--- src/rtl/alu_pkg.sv ---
// Shared ALU definitions: function codes for all ALU clients and the multiplier sequencer state type.
package alu_pkg;

   localparam int unsigned F_W     = 5;
   localparam int unsigned SHAMT_W = 5;

   localparam logic [F_W-1:0] F_AND = 5'b00000;
   localparam logic [F_W-1:0] F_OR  = 5'b00001;
   localparam logic [F_W-1:0] F_ADD = 5'b00010;
   localparam logic [F_W-1:0] F_SLL = 5'b00011;
   localparam logic [F_W-1:0] F_XOR = 5'b00100;
   localparam logic [F_W-1:0] F_NOR = 5'b00101;
   localparam logic [F_W-1:0] F_SUB = 5'b00110;
   localparam logic [F_W-1:0] F_SLT = 5'b00111;
   localparam logic [F_W-1:0] F_SRL = 5'b01100;
   localparam logic [F_W-1:0] F_SRA = 5'b01101;

   typedef enum logic [2:0] {IDLE, ADD, SHL, SHR, DONE} mul_state_t;

endpackage

--- src/rtl/alu_mul_sequencer.sv ---
// Shift-add multiplier controller that borrows the shared ALU for every add and shift.
// The loop ends when the shifted multiplier reaches zero, so no iteration counter is needed.
module alu_mul_sequencer
   import alu_pkg::*;
#(
   parameter int unsigned W = 32
) (
   input  logic               clk,
   input  logic               reset,
   input  logic               req_valid,
   output logic               req_ready,
   input  logic [W-1:0]       op_a,
   input  logic [W-1:0]       op_b,
   output logic               resp_valid,
   input  logic               resp_ready,
   output logic [W-1:0]       result,
   output logic               busy,
   output logic [W-1:0]       alu_a,
   output logic [W-1:0]       alu_b,
   output logic [SHAMT_W-1:0] alu_shamt,
   output logic [F_W-1:0]     alu_f,
   input  logic [W-1:0]       alu_y,
   input  logic               alu_zero
);

   mul_state_t   state_q, state_d;
   logic [W-1:0] prod_q,   prod_d;
   logic [W-1:0] mcand_q,  mcand_d;
   logic [W-1:0] mplier_q, mplier_d;

   // Next-state, datapath loads and state-decoded outputs (no input reaches an output).
   always_comb begin
      state_d    = state_q;
      prod_d     = prod_q;
      mcand_d    = mcand_q;
      mplier_d   = mplier_q;
      req_ready  = 1'b0;
      resp_valid = 1'b0;
      result     = '0;
      busy       = (state_q != IDLE);
      alu_f      = F_AND;
      alu_a      = '0;
      alu_b      = '0;
      alu_shamt  = '0;

      case (state_q)
         IDLE: begin
            req_ready = 1'b1;
            if (req_valid) begin
               prod_d   = '0;
               mcand_d  = op_a;
               mplier_d = op_b;
               state_d  = ADD;
            end
         end
         ADD: begin
            alu_f   = F_ADD;
            alu_a   = prod_q;
            alu_b   = mplier_q[0] ? mcand_q : '0;
            prod_d  = alu_y;
            state_d = SHL;
         end
         SHL: begin
            alu_f     = F_SLL;
            alu_b     = mcand_q;
            alu_shamt = SHAMT_W'(1);
            mcand_d   = alu_y;
            state_d   = SHR;
         end
         SHR: begin
            alu_f     = F_SRL;
            alu_b     = mplier_q;
            alu_shamt = SHAMT_W'(1);
            mplier_d  = alu_y;
            state_d   = alu_zero ? DONE : ADD;
         end
         DONE: begin
            resp_valid = 1'b1;
            result     = prod_q;
            if (resp_ready) begin
               state_d = IDLE;
            end
         end
         default: state_d = IDLE;
      endcase
   end

   // State and datapath registers with synchronous reset that drops any in-flight request.
   always_ff @(posedge clk) begin
      if (reset) begin
         state_q  <= IDLE;
         prod_q   <= '0;
         mcand_q  <= '0;
         mplier_q <= '0;
      end else begin
         state_q  <= state_d;
         prod_q   <= prod_d;
         mcand_q  <= mcand_d;
         mplier_q <= mplier_d;
      end
   end

endmodule

--- config.mk ---
export PLATFORM = sky130hd
export DESIGN_NAME = alu_mul_sequencer
export DESIGN_NICKNAME = d
export VERILOG_FILES = /design/src/rtl/alu_pkg.sv /design/src/rtl/alu_mul_sequencer.sv
export SDC_FILE = /design/constraint.sdc
export NUM_CORES = 1
export LEC_CHECK = 0
export CAP_MARGIN = 20
export CELL_PAD_IN_SITES_DETAIL_PLACEMENT = 0
export CELL_PAD_IN_SITES_GLOBAL_PLACEMENT = 1
export CORE_MARGIN = 4
export CORE_UTILIZATION = 31
export DETAILED_ROUTE_END_ITERATION = 16
export PLACE_DENSITY = 0.91
export REMOVE_ABC_BUFFERS = 1
export SYNTH_ARGS = -nofsm -noshare
export SYNTH_HDL_FRONTEND = slang
export SYNTH_SLANG_ARGS = --single-unit
--- constraint.sdc ---
create_clock -name clk -period 1.9 [get_ports clk]
set_clock_uncertainty 0.2 [all_clocks]
set_input_delay 0.19 -clock clk [delete_from_list [all_inputs] [get_ports clk]]
set_output_delay 0.19 -clock clk [all_outputs]
set_load 0.01 [all_outputs]
== After elaboration in Yosys (flattened, before gate mapping) ==
Cells that the tools add are included.
Cells by class
  equal/unequal tests: 6
  multiplexer cells: 18
  reduce and logical (&&, ||, !) cells: 10
Operators with widths (number)
  32-bit two-way mux: 6
  32-bit case mux with 2 select lines: 3
  32-bit case mux with 3 select lines: 1
  3-bit case mux with 5 select lines: 1
  4-bit case mux with 3 select lines: 1
  3-bit two-way mux: 3
  2-bit AND reduction: 4
  3-bit by 2-bit == test with 1-bit output, second input constant: 2
  2-bit nonzero test: 3
  2-bit != test, second input constant: 2
  3-bit by 1-bit == test with 1-bit output, second input constant: 1
  3-bit == test, second input constant: 1
  3-bit logical NOT: 1
  1-bit two-way mux: 3
  3-bit nonzero test: 1
  2-bit OR reduction: 1
Storage, ports and cells
  flip-flop bits (word level): 99
  output and inout port bits: 109
  word-level logic and storage cells: 38

== Depth between registers and ports, before layout ==
  depth after elaboration: 3
  mapped depth: 7
  gate-level depth less buffers: 4

== Worst setup path before layout ==
OpenSTA, ideal clock, no wires.
  path kind: flip-flop to output port
  start: register state_q[0]
  end: output port alu_a[10]
  arrival time: 1.329 ns
  data required time: 1.510 ns
  setup slack: 0.181 ns
  stages on the path, launching flop included: 6
  path buffers: 3
  path through: dfxtp_1 buf_2 buf_4 nor3b_4 clkbuf_1 and2_1
Between the ends
  longest elaborated chain between the ends: 2
Ends and longest elaborated chain
  start: declaration: RTL line alu_mul_sequencer.sv:26  | mul_state_t state_q, state_d;
  start signal: assignment: RTL line alu_mul_sequencer.sv:96  | state_q <= state_d;
  3-bit by 1-bit == test with 1-bit output: RTL line alu_mul_sequencer.sv:46  | case (state_q)
  32-bit two-way mux: RTL line alu_mul_sequencer.sv:46
  end: declaration: RTL line alu_mul_sequencer.sv:18  | output logic [W-1:0] alu_a,
No other way between the ends.

== Final worst setup path ==
  start: register state_q[1]
  end: output port alu_b[20]
Between the ends
  longest elaborated chain between the ends: 2
  elaborated cells on any way between the ends: 4
Ends and longest elaborated chain
  3-bit by 2-bit == test with 1-bit output or 3-bit by 1-bit == test with 1-bit output (tied branches): RTL line alu_mul_sequencer.sv:46
  32-bit case mux with 3 select lines *: RTL line alu_mul_sequencer.sv:46
  end: declaration: RTL line alu_mul_sequencer.sv:19  | output logic [W-1:0] alu_b,
Mark *: on every way between the ends. The rest lies on a longest branch, timed or not.

==> results.rst <==
.. list-table::
   :header-rows: 1

   * - Metric
     - Value
   * - Share of the clock period used by the worst path
     - 111%
   * - Wire length of the first global-routing pass
     - approximately 31,000 um
   * - Final core area utilization
     - about 56%
   * - Asr flop ratio synth
     - 0%
   * - Worst R2R Path Depth
     - 6
   * - Vias in the first global route
     - ~5,400
   * - R2R Path End
     - mplier_q[5]
   * - Aggregate global-route resource usage
     - between 20% and 30%
   * - Critical path destination
     - alu_b[20]
   * - Number of synthesis warnings
     - 0
   * - Antenna violation net count after detailed routing
     - 0
   * - Number of antenna violations at the first check in global routing
     - 1
   * - Nets@finish
     - ~900
   * - Worst-Skew Late Latency
     - ~340 ps
   * - Die Y-Extent
     - ~130 um
   * - Root Buffer Master
     - sky130_fd_sc_hd__clkbuf_16
   * - Fraction of final layout cells with drive strength greater than 1
     - a little over two fifths
   * - Max-cap violation count
     - 0
   * - H-Tree Level Count
     - 3
   * - Top FF cell, synth
     - sky130_fd_sc_hd__dfxtp_1
   * - Leak
     - 3.70 nW
   * - Area after DPL
     - ~0.0074 mm^2
   * - Start-to-end type of the worst setup path
     - flop to output pin
   * - Syn Inst Count
     - 560
   * - Horizontal die dimension
     - around 130 um
   * - Setup TNS
     - -14,950 ps
   * - Vias per Instance
     - 5.29
   * - Number of flip-flops and latches in the synthesized netlist
     - around 100
   * - Worst Setup Slack post-DPL
     - -269 ps
   * - Highest clock frequency the design can meet
     - between 0.4 and 0.5 GHz
   * - Launching element type of the critical path
     - flop
   * - Post-synthesis sequential area ratio
     - about two fifths
   * - Count of clock tree sinks
     - just under 100
   * - Hold WC Path Type
     - input port to flop
   * - Number of input and output port buffers inserted
     - about 200
   * - Number of iterations in the first detailed-routing pass
     - 4
   * - Fin crit period
     - about 2100 ps
   * - RSZ-0062 raised after global routing
     - true
   * - Data required time at the worst endpoint
     - ~1500 ps
   * - Most frequently used cell type in the post-synthesis netlist
     - sky130_fd_sc_hd__dfxtp_1
   * - Clock tree from TritonCTS
     - built
   * - Final count of hold timing violations
     - 0
   * - Power per cell area
     - between 800 and 900 mW/mm^2
   * - Final setup slack of the worst path
     - -213 ps
   * - Avg Cell Area, Syn
     - slightly below 9 um^2
   * - Number of cells traversed by the worst hold path
     - 4
   * - Type of element capturing the critical path
     - output pin
   * - Starting DRT DRC Count
     - 365
   * - Critical R2R Launch
     - state_q[1]
   * - Minimum hold slack
     - 248 ps
   * - Num CTS Buffers
     - 9
   * - Netlist area before placement
     - between 0.004 and 0.005 mm^2
   * - Violated checks
     - negative setup slack
   * - Yosys top cell area share
     - about 40%
   * - Final design area excluding fillers
     - about 0.009 mm^2
   * - Worst-path clk slew
     - approximately 70 ps
   * - Number of top-level pins
     - 210
   * - Maximum vdd drop
     - around 430 uV
   * - Largest net degree at the start of global routing
     - just over 70
   * - Final number of max-transition violations
     - 0
   * - CTS Hold Buffers Added
     - 0
   * - Placer Congestion
     - just under 0.8
   * - Standard cell core area
     - around 0.016 mm^2
   * - First element of the critical path
     - state_q[1]
   * - Die outline area
     - ~0.018 mm^2
   * - Site row count
     - between 40 and 50
   * - Final wirelength
     - approximately 22,000 um
   * - Count of unique library cells instantiated by Yosys
     - 38
   * - Clock Tree Buf Depth
     - 2
   * - Routed wire length per instance
     - 21.8 um
   * - Outcome
     - complete, but fails checks
   * - Post-route DRC
     - 0
   * - Largest cells by area after synthesis
     - sky130_fd_sc_hd__dfxtp_1 40%, sky130_fd_sc_hd__and2_1 8.0%, sky130_fd_sc_hd__o221a_2 6.6%
   * - Grt ovf
     - 0
   * - Via total after detailed routing
     - around 5,500
   * - Layout-stage area growth over the synthesis result
     - 79.2%
   * - Dominant cell type by area after synthesis
     - sky130_fd_sc_hd__dfxtp_1
   * - Commonest cells post-synth
     - 99 x sky130_fd_sc_hd__dfxtp_1, 70 x sky130_fd_sc_hd__nor2_1, 64 x sky130_fd_sc_hd__and2_1, 35 x sky130_fd_sc_hd__a21oi_1, 33 x sky130_fd_sc_hd__nor3_1
   * - Number of inserted diodes
     - 0
   * - Worst endpoint data arrival time
     - ~1700 ps
   * - Post-DP HPWL
     - between 10,000 and 15,000 um
   * - Setup violators final
     - between 100 and 150
   * - Register-to-register setup slack
     - -100 ps
   * - Effective utilization at floorplan
     - 31.4%
   * - Highest net fanout along the worst path
     - 6
   * - Post-synth EDFFs
     - 0
[routing by layer]
layer	GRT usage (%)	part of all wire, %	vias up
li1	-	-	2548
met1	28.2	41	2647
met2	36.6	48	242
met3	5.59	8.9	30
met4	8.82	2.2	2
met5	0	0.031	-
[critical path, stage by stage (launching register included)]
cell,delay [ps]
sky130_fd_sc_hd__dfxtp_4,380
sky130_fd_sc_hd__nand3b_1,210
sky130_fd_sc_hd__a21oi_4,180
sky130_fd_sc_hd__buf_8,120
sky130_fd_sc_hd__buf_8,120
sky130_fd_sc_hd__buf_6,100
sky130_fd_sc_hd__a22o_1,110
sky130_fd_sc_hd__buf_2,140
[how the worst min path moves through the flow]
| stage | startpoint | endpoint |
|---|---|---|
| finish | reset | prod_q[6] |
| global route | reset | prod_q[15] |
| CTS | op_b[26] | mplier_q[26] |
| detailed placement | prod_q[27] | prod_q[27] |
| global placement | prod_q[27] | prod_q[27] |
| floorplan | reset | mplier_q[31] |
[placed cells by master (no fill, tap or decap), types with 6 or more instances in the layout]
master                            synthesis  final
sky130_fd_sc_hd__o221a_2                 29     24
sky130_fd_sc_hd__nor3_1                  33     32
sky130_fd_sc_hd__and2_1                  64     24
sky130_fd_sc_hd__buf_12                   0     23
sky130_fd_sc_hd__nor4_1                  31     24
sky130_fd_sc_hd__a21oi_1                 35     35
sky130_fd_sc_hd__buf_4                   14     38
sky130_fd_sc_hd__and2_4                   0     40
sky130_fd_sc_hd__nor2_4                   1     35
sky130_fd_sc_hd__mux2i_1                 32     32
sky130_fd_sc_hd__buf_8                    0      6
sky130_fd_sc_hd__nor2_1                  70     36
sky130_fd_sc_hd__buf_6                    3     75
sky130_fd_sc_hd__a22o_1                  32     32
sky130_fd_sc_hd__buf_2                   27     49
sky130_fd_sc_hd__clkbuf_16                0     15
sky130_fd_sc_hd__dfxtp_1                 99     96
sky130_fd_sc_hd__nor4_2                   0      7
sky130_fd_sc_hd__a211oi_1                32     31
sky130_fd_sc_hd__clkdlybuf4s50_1          0     99
[final cells by class]
cell class	instances	area, um^2
repair buffers	304	3240
clock buffers	14	264
clock inverters	2	10.0
well taps	216	270
multi-input cells	392	3120
fillers	1398	6910
flip-flops and latches	99	1990
inverters	7	28.8
[where the power goes]
part / internal [mW] / switching (mW) / total (mW)
clock network: 0.958 / 0.771 / 1.73
registers: 2.40 / 0.220 / 2.62
logic: 1.56 / 1.42 / 2.98
[registers in the layout, summed over array words and instances (netlist names)]
signal    count
mcand_q      32
prod_q       32
mplier_q     32
state_q       3
[kinds of logic (layout without fill, tap and decap cells)]
| group | after synthesis | in the layout | share of synthesized area, % |
|---|---|---|---|
| flops | 99 | 99 | 39.8 |
| mux | 32 | 32 | 6.44 |
| buf+inv | 74 | 327 | 7.92 |
| other cells | 1 | 5 | 0.0753 |
| xor+xnor | 1 | 1 | 0.176 |
| compound gates | 137 | 137 | 22.0 |
| simple gates | 216 | 217 | 23.6 |
[per-stage QoR]
| step | power, mW | cells |
|---|---|---|
| global placement | 4.73 | 969 |
| detailed placement | 4.76 | 969 |
| CTS | 6.84 | 1017 |
| floorplan | 3.61 | 497 |
| global route | 7.67 | 1034 |
| finish | 7.33 | 1034 |
[timing repair]
item                                    in CTS  in global routing
endpoints found under the setup margin     164                191
pin swaps                                   25                 28
endpoints found under the hold margin        0                  0
setup buffers                               26                 14
gates resized for setup                    478                188
gates cloned                                 7                  7
(Power assumes the default switching activity.)
